<file path="config.mk">
export PLATFORM = sky130hd
export DESIGN_NAME = lr35902_sio_seq
export DESIGN_NICKNAME = d
export VERILOG_FILES = /design/src/rtl/lr35902_sio_pkg.sv /design/src/rtl/lr35902_sio_buf.sv /design/src/rtl/lr35902_sio_seq.sv
export SDC_FILE = /design/constraint.sdc
export NUM_CORES = 1
export LEC_CHECK = 0
export ABC_AREA = 1
export ABC_CLOCK_PERIOD_IN_PS = 4700
export CAP_MARGIN = 25
export CORE_MARGIN = 2
export CORE_UTILIZATION = 57
export CTS_CLUSTER_DIAMETER = 200
export DETAILED_ROUTE_END_ITERATION = 10
export GPL_TIMING_DRIVEN = 0
export HOLD_SLACK_MARGIN = 0.03
export PLACE_DENSITY = 0.78
export SLEW_MARGIN = 10
export SYNTH_ARGS = -nofsm -noshare
export SYNTH_HDL_FRONTEND = slang
export SYNTH_HIERARCHICAL = 1
export SYNTH_SLANG_ARGS = --single-unit
</file>
<file path="constraint.sdc">
create_clock -name clk -period 4.7 [get_ports clk]
set_clock_uncertainty 0.05 [all_clocks]
set_input_delay 1.175 -clock clk [delete_from_list [all_inputs] [get_ports clk]]
set_output_delay 1.175 -clock clk [all_outputs]
set_load 0.01 [all_outputs]
</file>
<file path="src/rtl/lr35902_sio_pkg.sv">
// lr35902_sio_pkg
// Shared constants and state type for the LR35902 serial-port sequencer.
// - SIO_ADR_*  : register select values of the serial port (SB=1, SC=0)
// - SC_*       : SC control byte fields used to start and stop a transfer
// - sio_seq_state_t : sequencer FSM state encoding
package lr35902_sio_pkg;

    localparam logic       SIO_ADR_SB = 1'b1;
    localparam logic       SIO_ADR_SC = 1'b0;

    localparam logic [7:0] SC_START   = 8'h80;
    localparam logic [7:0] SC_INTCLK  = 8'h01;
    localparam logic [7:0] SC_STOP    = 8'h00;

    typedef enum logic [3:0] {
        S_IDLE    = 4'd0,
        S_LOAD    = 4'd1,
        S_SB_HI   = 4'd2,
        S_SB_LO   = 4'd3,
        S_SC_HI   = 4'd4,
        S_SC_LO   = 4'd5,
        S_WAIT    = 4'd6,
        S_RD0     = 4'd7,
        S_RD1     = 4'd8,
        S_STOP_HI = 4'd9,
        S_STOP_LO = 4'd10,
        S_DONE    = 4'd11,
        S_ERR     = 4'd12
    } sio_seq_state_t;

endpackage

</file>
<file path="src/rtl/lr35902_sio_buf.sv">
// lr35902_sio_buf
// Byte buffer with one write port and one registered read port.
// A read and a write to the same address in one cycle return the old byte.
// Ports:
//   clk, reset         clock, synchronous active-high reset (read register only)
//   i_we/i_waddr/i_wdata   write strobe, address, data
//   i_re/i_raddr       read enable and address
//   o_rdata            read data, valid the cycle after i_re
module lr35902_sio_buf #(
    parameter int DEPTH = 16,
    parameter int AW    = 4
) (
    input  logic          clk,
    input  logic          reset,
    input  logic          i_we,
    input  logic [AW-1:0] i_waddr,
    input  logic [7:0]    i_wdata,
    input  logic          i_re,
    input  logic [AW-1:0] i_raddr,
    output logic [7:0]    o_rdata
);

    logic [7:0] r_mem [DEPTH];
    logic [7:0] r_rdata;

    always_ff @(posedge clk) begin
        if (i_we) begin
            r_mem[i_waddr] <= i_wdata;
        end
    end

    always_ff @(posedge clk) begin
        if (reset) begin
            r_rdata <= '0;
        end else if (i_re) begin
            r_rdata <= r_mem[i_raddr];
        end
    end

    assign o_rdata = r_rdata;

endmodule

</file>
<file path="src/rtl/lr35902_sio_seq.sv">
// lr35902_sio_seq
// Bus master for the LR35902 serial-port registers. For each byte of a command it
// writes SB from the TX buffer, starts the shift via SC, waits for the port irq and
// reads SB back into the RX buffer.
// Ports:
//   clk, reset                      clock, synchronous active-high reset
//   i_cmd_valid/o_cmd_ready         command handshake (ready only in IDLE)
//   i_cmd_len, i_cmd_int            byte count (saturates at DEPTH), internal clock select
//   i_abort                         cancel a running command
//   i_txw_en/i_txw_addr/i_txw_data  TX buffer write port
//   i_rxr_addr/o_rxr_data           RX buffer read port, 1-cycle latency
//   o_sio_adr/o_sio_write/o_sio_wdata/i_sio_rdata/i_sio_irq  serial-port register bus
//   o_busy, o_done, o_err, o_count  status
//
// state     | meaning
// IDLE      | waiting for a command
// LOAD      | TX buffer read of tx[idx]
// SB_HI/LO  | write SB = tx byte
// SC_HI/LO  | write SC = start (+ internal clock)
// WAIT      | waiting for port irq, timeout counter running
// RD0/RD1   | read SB, store into rx[idx]
// STOP_HI/LO| write SC = 0 to cancel the port transfer
// DONE/ERR  | one-cycle completion pulse
module lr35902_sio_seq
    import lr35902_sio_pkg::*;
#(
    parameter int DEPTH   = 16,
    parameter int AW      = 4,
    parameter int TIMEOUT = 8191
) (
    input  logic          clk,
    input  logic          reset,
    input  logic          i_cmd_valid,
    output logic          o_cmd_ready,
    input  logic [AW:0]   i_cmd_len,
    input  logic          i_cmd_int,
    input  logic          i_abort,
    input  logic          i_txw_en,
    input  logic [AW-1:0] i_txw_addr,
    input  logic [7:0]    i_txw_data,
    input  logic [AW-1:0] i_rxr_addr,
    output logic [7:0]    o_rxr_data,
    output logic          o_sio_adr,
    output logic          o_sio_write,
    output logic [7:0]    o_sio_wdata,
    input  logic [7:0]    i_sio_rdata,
    input  logic          i_sio_irq,
    output logic          o_busy,
    output logic          o_done,
    output logic          o_err,
    output logic [AW:0]   o_count
);

    localparam int            TW        = $clog2(TIMEOUT + 1);
    // The two STOP cycles are part of the timeout budget, so err lands exactly
    // TIMEOUT cycles after the first WAIT cycle.
    localparam logic [TW-1:0] WAIT_LOAD = TW'(TIMEOUT - 3);
    localparam logic [AW:0]   LEN_MAX   = (AW+1)'(DEPTH);
    localparam logic [AW:0]   CNT_ONE   = (AW+1)'(1);
    localparam logic [AW-1:0] IDX_MAX   = AW'(DEPTH - 1);
    localparam logic [AW-1:0] IDX_ONE   = AW'(1);

    sio_seq_state_t r_state, w_next;
    logic [AW:0]    r_len, r_count;
    logic [AW-1:0]  r_idx;
    logic           r_int, r_abort_pend;
    logic [TW-1:0]  r_wait;
    logic [7:0]     w_tx_rdata;
    logic           w_accept, w_abort, w_last;

    assign w_accept = (r_state == S_IDLE) && i_cmd_valid;
    // An abort seen during a HI cycle is held so the LO cycle still completes.
    assign w_abort  = i_abort || r_abort_pend;
    assign w_last   = (r_count + CNT_ONE) == r_len;

    always_comb begin
        w_next = r_state;
        case (r_state)
            S_IDLE:    if (w_accept) w_next = (i_cmd_len == '0) ? S_DONE : S_LOAD;
            S_LOAD:    w_next = w_abort ? S_STOP_HI : S_SB_HI;
            S_SB_HI:   w_next = S_SB_LO;
            S_SB_LO:   w_next = w_abort ? S_STOP_HI : S_SC_HI;
            S_SC_HI:   w_next = S_SC_LO;
            S_SC_LO:   w_next = w_abort ? S_STOP_HI : S_WAIT;
            S_WAIT: begin
                if (w_abort)                       w_next = S_STOP_HI;
                else if (i_sio_irq)                w_next = S_RD0;
                else if (r_int && r_wait == '0)    w_next = S_STOP_HI;
            end
            S_RD0:     w_next = w_abort ? S_STOP_HI : S_RD1;
            S_RD1:     w_next = w_abort ? S_STOP_HI : (w_last ? S_DONE : S_LOAD);
            S_STOP_HI: w_next = S_STOP_LO;
            S_STOP_LO: w_next = S_ERR;
            S_DONE:    w_next = S_IDLE;
            S_ERR:     w_next = S_IDLE;
            default:   w_next = S_IDLE;
        endcase
    end

    always_ff @(posedge clk) begin
        if (reset) begin
            r_state      <= S_IDLE;
            r_len        <= '0;
            r_count      <= '0;
            r_idx        <= '0;
            r_int        <= 1'b0;
            r_abort_pend <= 1'b0;
            r_wait       <= '0;
        end else begin
            r_state <= w_next;

            if (w_accept) begin
                r_len   <= (i_cmd_len > LEN_MAX) ? LEN_MAX : i_cmd_len;
                r_int   <= i_cmd_int;
                r_idx   <= '0;
                r_count <= '0;
            end

            if (r_state == S_IDLE || w_next == S_STOP_HI) begin
                r_abort_pend <= 1'b0;
            end else if (i_abort && (r_state == S_SB_HI || r_state == S_SC_HI)) begin
                r_abort_pend <= 1'b1;
            end

            if (r_state == S_SC_LO) begin
                r_wait <= WAIT_LOAD;
            end else if (r_state == S_WAIT && r_wait != '0) begin
                r_wait <= r_wait - TW'(1);
            end

            if (r_state == S_RD1) begin
                r_count <= r_count + CNT_ONE;
                if (w_next == S_LOAD && r_idx != IDX_MAX) begin
                    r_idx <= r_idx + IDX_ONE;
                end
            end
        end
    end

    // Bus outputs decode straight from the registered state so adr/wdata are
    // identical in the HI and LO cycle of each write.
    always_comb begin
        o_sio_write = 1'b0;
        o_sio_adr   = SIO_ADR_SC;
        o_sio_wdata = '0;
        case (r_state)
            S_SB_HI, S_SB_LO: begin
                o_sio_write = (r_state == S_SB_HI);
                o_sio_adr   = SIO_ADR_SB;
                o_sio_wdata = w_tx_rdata;
            end
            S_SC_HI, S_SC_LO: begin
                o_sio_write = (r_state == S_SC_HI);
                o_sio_wdata = SC_START | (r_int ? SC_INTCLK : 8'h00);
            end
            S_RD0, S_RD1: begin
                o_sio_adr   = SIO_ADR_SB;
            end
            S_STOP_HI, S_STOP_LO: begin
                o_sio_write = (r_state == S_STOP_HI);
                o_sio_wdata = SC_STOP;
            end
            default: ;
        endcase
    end

    assign o_cmd_ready = (r_state == S_IDLE);
    assign o_busy      = (r_state != S_IDLE);
    assign o_done      = (r_state == S_DONE);
    assign o_err       = (r_state == S_ERR);
    assign o_count     = r_count;

    // TX read data is captured only in LOAD and then held through SB_HI/SB_LO.
    lr35902_sio_buf #(.DEPTH(DEPTH), .AW(AW)) u_tx_buf (
        .clk     (clk),
        .reset   (reset),
        .i_we    (i_txw_en),
        .i_waddr (i_txw_addr),
        .i_wdata (i_txw_data),
        .i_re    (r_state == S_LOAD),
        .i_raddr (r_idx),
        .o_rdata (w_tx_rdata)
    );

    lr35902_sio_buf #(.DEPTH(DEPTH), .AW(AW)) u_rx_buf (
        .clk     (clk),
        .reset   (reset),
        .i_we    (r_state == S_RD1),
        .i_waddr (r_idx),
        .i_wdata (i_sio_rdata),
        .i_re    (1'b1),
        .i_raddr (i_rxr_addr),
        .o_rdata (o_rxr_data)
    );

endmodule

</file>
# Word-level counts from Yosys, hierarchy flattened
# Memory sizes are Yosys's and may differ from the RTL's. A register that Yosys moved wholly into a read port is not among the register bits.
# Cells that the tools add are included.
dict set report classes {
  reduce_logical 21
  n_addsub 3
  order_cmp 1
  n_eq_ne 16
  muxes 28
}
# cell count
set ops {}
lappend ops {{4-bit 2-to-1 mux} 13}
lappend ops {{4-bit case mux with 11 select lines} 1}
lappend ops {{13-bit 2-to-1 mux} 2}
lappend ops {{4-bit == test, second input constant} 6}
lappend ops {{4-bit by 3-bit == test with 1-bit output, second input constant} 4}
lappend ops {{8-bit case mux with 2 select lines} 1}
lappend ops {{5-bit 2-to-1 mux} 3}
lappend ops {{13-bit logical NOT} 1}
lappend ops {{13-bit nonzero test} 1}
lappend ops {{13-bit by 1-bit subtractor with 13-bit output, second input constant} 1}
lappend ops {{2-bit OR reduction} 5}
lappend ops {{4-bit by 1-bit == test with 1-bit output, second input constant} 2}
lappend ops {{4-bit by 2-bit == test with 1-bit output, second input constant} 2}
lappend ops {{1-bit 2-to-1 mux} 7}
lappend ops {{5-bit by 1-bit adder with 5-bit output, second input constant} 1}
lappend ops {{5-bit == test} 1}
lappend ops {{5-bit > comparator, second input constant} 1}
lappend ops {{1-bit logical AND} 5}
lappend ops {{5-bit logical NOT} 1}
lappend ops {{4-bit by 1-bit adder with 4-bit output, second input constant} 1}
lappend ops {{4-bit logical NOT} 1}
lappend ops {{4-bit inequality test, second input constant} 1}
lappend ops {{2-bit nonzero test} 2}
lappend ops {{4-bit nonzero test} 1}
lappend ops {{other kinds (3)} 5}
dict set report totals {
  ff_bits 33
  mem_count 2
  mem_bits_rw 256
  inputBits 36
  output_inout_bits 27
  word_cells 79
}
# name depth width read_ports rd_clocked_by_memory_dff write_ports line
set memory_table {}
lappend memory_table {u_rx_buf.r_mem 16 8 1 1 1 lr35902_sio_buf.sv:23} ;# logic [7:0] r_mem [DEPTH];
lappend memory_table {u_tx_buf.r_mem 16 8 1 1 1 lr35902_sio_buf.sv:23}

# Depth between registers and ports, before layout
dict set report depth {
  depth_word 10
  mapped_depth 17
}

# Cells and area by module
# The synthesis kept the hierarchy.
# module seq_area_each_um2 cells_per_inst n_inst area_each_um2
set modules_own_cells {}
lappend modules_own_cells {lr35902_sio_buf 4003.8 490 2 5577.8}
lappend modules_own_cells {lr35902_sio_seq 660.6 336 1 2222.1}

# Least setup slack after synthesis
# No wires, ideal clock.
dict set report synth_timing {
  kind {input port to flip-flop}
  start {input port i_abort}
  end {register r_idx[3]}
  setup_ns 0.109
  path_slack_ns 2.337
  arrival_ns 2.204
  path_stages 14
  path_buffers 0
  t_required_ns 4.541
  cell_sequence {nor2_4 > nor2_2 > nor2_2 > nand2_1 > nor2_1 > nand2_1 > inv_2 > nand3_4 > nor2_8 > nand2_1 > nand2_1 > nand3_1 > nand2_1 > inv_1}
}
dict set report synth_between {
  elab_chain_len 7
  word_cells_on_any_way 12
  classes_between {1 x eq/ne; 9 x mux; 2 x reduce/logical}
}
# element line
set synth_rtl {}
lappend synth_rtl {{start, declared} lr35902_sio_seq.sv:37} ;# input logic i_abort,
lappend synth_rtl {{1-bit logical OR *} lr35902_sio_seq.sv:73} ;# assign w_abort = i_abort || r_abort_pend;
lappend synth_rtl {{4-bit 2-to-1 mux, or another cell as far along} lr35902_sio_seq.sv:91} ;# S_RD1: w_next = w_abort ? S_STOP_HI : (w_last ? S_DONE : S_LOAD);
lappend synth_rtl {{4-bit case mux with 11 select lines *} lr35902_sio_seq.sv:78} ;# case (r_state)
lappend synth_rtl {{4-bit by 1-bit == test with 1-bit output *} lr35902_sio_seq.sv:133} ;# if (w_next == S_LOAD && r_idx != IDX_MAX) begin
lappend synth_rtl {{1-bit logical AND *} lr35902_sio_seq.sv:133}
lappend synth_rtl {{4-bit 2-to-1 mux *} lr35902_sio_seq.sv:133}
lappend synth_rtl {{4-bit 2-to-1 mux *} lr35902_sio_seq.sv:131} ;# if (r_state == S_RD1) begin
lappend synth_rtl {{end signal, assigned} lr35902_sio_seq.sv:134} ;# r_idx <= r_idx + IDX_ONE;
lappend synth_rtl {{end, declared} lr35902_sio_seq.sv:65} ;# logic [AW-1:0] r_idx;
# Every way passes the cells marked *; elsewhere a longest branch is shown, timed or not.
# A chain may end at the register's enable or synchronous reset.

# Worst setup path after layout
dict set report layout_timing {
  start {register r_state[3]}
  end {output port o_sio_wdata[5]}
}
dict set report layout_between {
  elab_chain_len 3
  word_cells_on_any_way 7
  classes_between {4 x eq/ne; 1 x mux; 2 x reduce/logical}
}
# element line
set layout_rtl {}
lappend layout_rtl {{start, declared} lr35902_sio_seq.sv:63} ;# sio_seq_state_t r_state, w_next;
lappend layout_rtl {{start signal, assigned} lr35902_sio_seq.sv:110} ;# r_state <= w_next;
lappend layout_rtl {{4-bit by 3-bit == test with 1-bit output or 4-bit by 2-bit == test with 1-bit output (tied branches)} lr35902_sio_seq.sv:146} ;# case (r_state)
lappend layout_rtl {{2-bit OR reduction (on tied branches)} n/a}
lappend layout_rtl {{8-bit case mux with 2 select lines *} lr35902_sio_seq.sv:146}
lappend layout_rtl {{end, declared} lr35902_sio_seq.sv:45} ;# output logic [7:0] o_sio_wdata,
# Marks and branches as above.

==> impl_metrics.toml <==
[run_status]
status = "completed"

[clocking]
cts_tree = "built"
insertion_delay_ns = 0.55
cts_hold_buf = 0
cts_sinks = 305
cts.reportedPaths.clkPinSlew_ns = 0.06
htreeDepth = 1
cts_resized = 0
numCtsBuffers = 30
max-clock-path-buffers = 3
cts_root_buf = "clkbuf_16"
cts_setup_buffers = 0

[routing]
routed_wl_mm = 30.1
drtIter0Drc = 751
vias = 9552
drc = 0
routed_via_density = 5.46
ant_nets = 0
drtPass1Iterations = 5
routedWlPerCell_um = 17.2

[grt]
grt_max_degree = 17
grt.busiest_layer = "met2"
grt-ovfl-total = 0
grtUsageMet1_pct = 31.8
grt_pass1_vias = 9263
grtUsageTotal_pct = 24.7
met3_usage_pct = 4.19
grt_pass1_wl_mm = 46.9
grtUsageMet2_pct = 41.7
antenna_found_initial = 0

[worst_setup_path]
crit_fanout = 7
startpoint_type = "flip-flop"
critPathArrivalTime_ns = 2.47
max_stage_delay_ns = 0.63
worstPathCellList = "nor2_4, nand2_1, nor2_1, clkdlybuf4s50_1"
crit_required_ns = 3.47
worst-path-buf-inv = 1
critical-path-top-delay-family = "simple AND/OR/NAND/NOR gates"
reg2reg_depth = 7
cpMaxStageDelayCell = "clkdlybuf4s50_1"
path_depth = 4
end_kind = "output pin"
worstSetupPathType = "reg -> out"

[power]
p_int_mw = 5.19
switchingPower_mw = 1.86
total_power_mw = 7.05
swShare_pct = 26.4
seq_power_share_pct = 44.4
powerDensity_nw_per_um2 = 455
p_leak_nw = 6.04
ir_drop_uv = 514
power.share.clock_pct = 37.8
p_comb_share_pct = 17.8

[timing]
finalHoldViolations = 0
fin_setup_tns_ns = 0
clock.fmax_ghz = 0.270
finalWorstSetupSlack_ns = 1.00
grt_setup_unrepaired = "false"
finalCriticalPeriod_ns = 3.70
setup_violations = 0
post-route-period-util_pct = 78.7
slew_headroom_pct = 44.0
tightest_slew_ns = 0.837
slew_viol_final = 0

[yosys]
syn-cell-area_sq_um = 13400
avgSynthCellArea_sq_um = 10.2
seq_area_frac_synth_pct = 64.8
synth_edf_count = 256
ys_ff_latch = 305
synth_top_area_share_pct = 57.5
yosys-top-cells-count = "429 x nand2_1, 256 x edfxtp_1, 235 x nand3_1"
synth_cells = 1316
synth_fp_nets = 1356
async_flop_share_pct = 0
synth_area_leader_cell = "edfxtp_1"
synth_warnings = 6
synthFlopType = "edfxtp_1"
yosysMostFrequentCell = "nand2_1"
yosys.cell_types.count = 43
synthTopCellsByArea = "edfxtp_1 57%, nand2_1 12%, nand3_1 8.8%, dfxtp_1 7.3%, nor2_1 2.7%"

[floorplanning]
rows = 56
dieArea_sq_um = 24700
start_util_pct = 57.5
die_x_um = 157
design.core.area_sq_um = 23300
die_y_um = 157
io_pins = 63

[final_layout]
fin_cells = 1749
nFillCells = 1779
drive_above_1_share_pct = 10.1
area_growth_pct = 15.8
nets = 1446
num_antenna_cells = 0

[place]
routabilityCongestion = 0.921
dpl.cell_count = 1693
io_buffer_count = 58
hpwl_mm = 20.4
place_ws_ns = 1.59

[worst_hold_path]
holdCritPathClass = "reg -> reg"
hold_path_depth = 2

[job]
drv_cap = 0
[logic make-up (layout without fill, tap and decap cells)]
family                     count (synthesis)  count (layout)  share of synthesized area [%]
DFF                                      305             305                           64.8
adders and majority gates                  4               4                          0.374
and+or+nand+nor                          808             808                           26.8
buffers and inverters                    144             258                           5.66
AOI/OAI and AO/OA                         51              51                           2.18
xor gates and xnor gates                   3               3                          0.196
other                                      1               1                         0.0280
[area by class of cell]
type                            count  area (sq um)  share of cell area [%]
Clock inverter                     19           293                    1.89
Buffer                             62           448                    2.89
Timing Repair Buffer               58           581                    3.75
Clock buffer                       37           838                    5.41
Multi-Input combinational cell    867          3950                    25.5
Sequential cell                   305          8670                    56.0
Inverter                           82           309                    2.00
Tap cell                          319           399                    2.58
[state kept, by name, indices dropped and copies added (netlist names), 4 cells and up]
register          cells
o_count               5
r_idx                 4
r_len                 5
r_state               4
r_wait               13
u_rx_buf/o_rdata      8
u_rx_buf/r_mem      128
u_tx_buf/o_rdata      8
u_tx_buf/r_mem      128
[metal layers]
metal  vias up  routed length, um  share of wire (%)
met4         0               1150                3.8
met1      4483              12500                 41
met5         -                  0                  0
met2       375              14300                 47
li1       4629                  -                  -
met3        65               2180                7.2
[layout by cell type, fill, tap and decap left out, types with 2 or more instances in the layout]
master,count
nor2_1,98
buf_1,4
nand3_4,2
buf_6,20
nor2_2,4
clkdlybuf4s50_1,58
nand3_2,3
nor2_4,9
bufinv_16,8
nand2_1,429
nand3b_1,5
clkinv_2,7
nand2_4,2
o21ai_1,6
a31oi_1,4
inv_1,71
o31ai_1,2
inv_2,10
nand2_2,4
nor2_8,2
clkbuf_16,31
clkinv_1,4
nand4_1,5
xnor2_1,2
edfxtp_1,256
dfxtp_1,49
clkbuf_1,8
buf_2,22
o21ai_0,9
clkbuf_8,4
nand3_1,235
nor3_1,4
buf_4,10
ha_1,4
a211oi_1,4
a21oi_1,22
[worst min-delay path, stage by stage, from the launching register on]
cell     delay [ns]
dfxtp_1        0.31
nand2_1        0.06
a21oi_1        0.06
[power groups by stage]
stage	combinational [mW]	sequential, mW	clock [mW]
6_report	1.25	3.13	2.67
5_1_grt	1.38	3.14	2.79
4_1_cts	1.25	3.13	2.70
3_5_place_dp	1.24	3.18	0
3_3_place_gp	1.22	3.18	0
2_1_floorplan	0.840	3.17	0
[through the flow]
step	instance area, sq um	utilization (%)	hold WS, ns
floorplan	13400	-	0.392
global placement	14400	61.7	0.404
detailed placement	14400	61.7	0.407
CTS	15500	66.6	0.416
global route	15500	66.6	0.431
finish	15500	66.6	0.417
[path summary, 6_finish.rpt]
path	from	endpoint	slack, ns
max	r_state[3]	o_sio_wdata[5]	1.00
max reg2reg	r_state[1]	u_rx_buf/r_mem[14][4]	1.90
min reg2reg	r_wait[0]	r_wait[0]	0.42
min	r_wait[0]	r_wait[0]	0.42
Power figures use the tool's default switching activity.
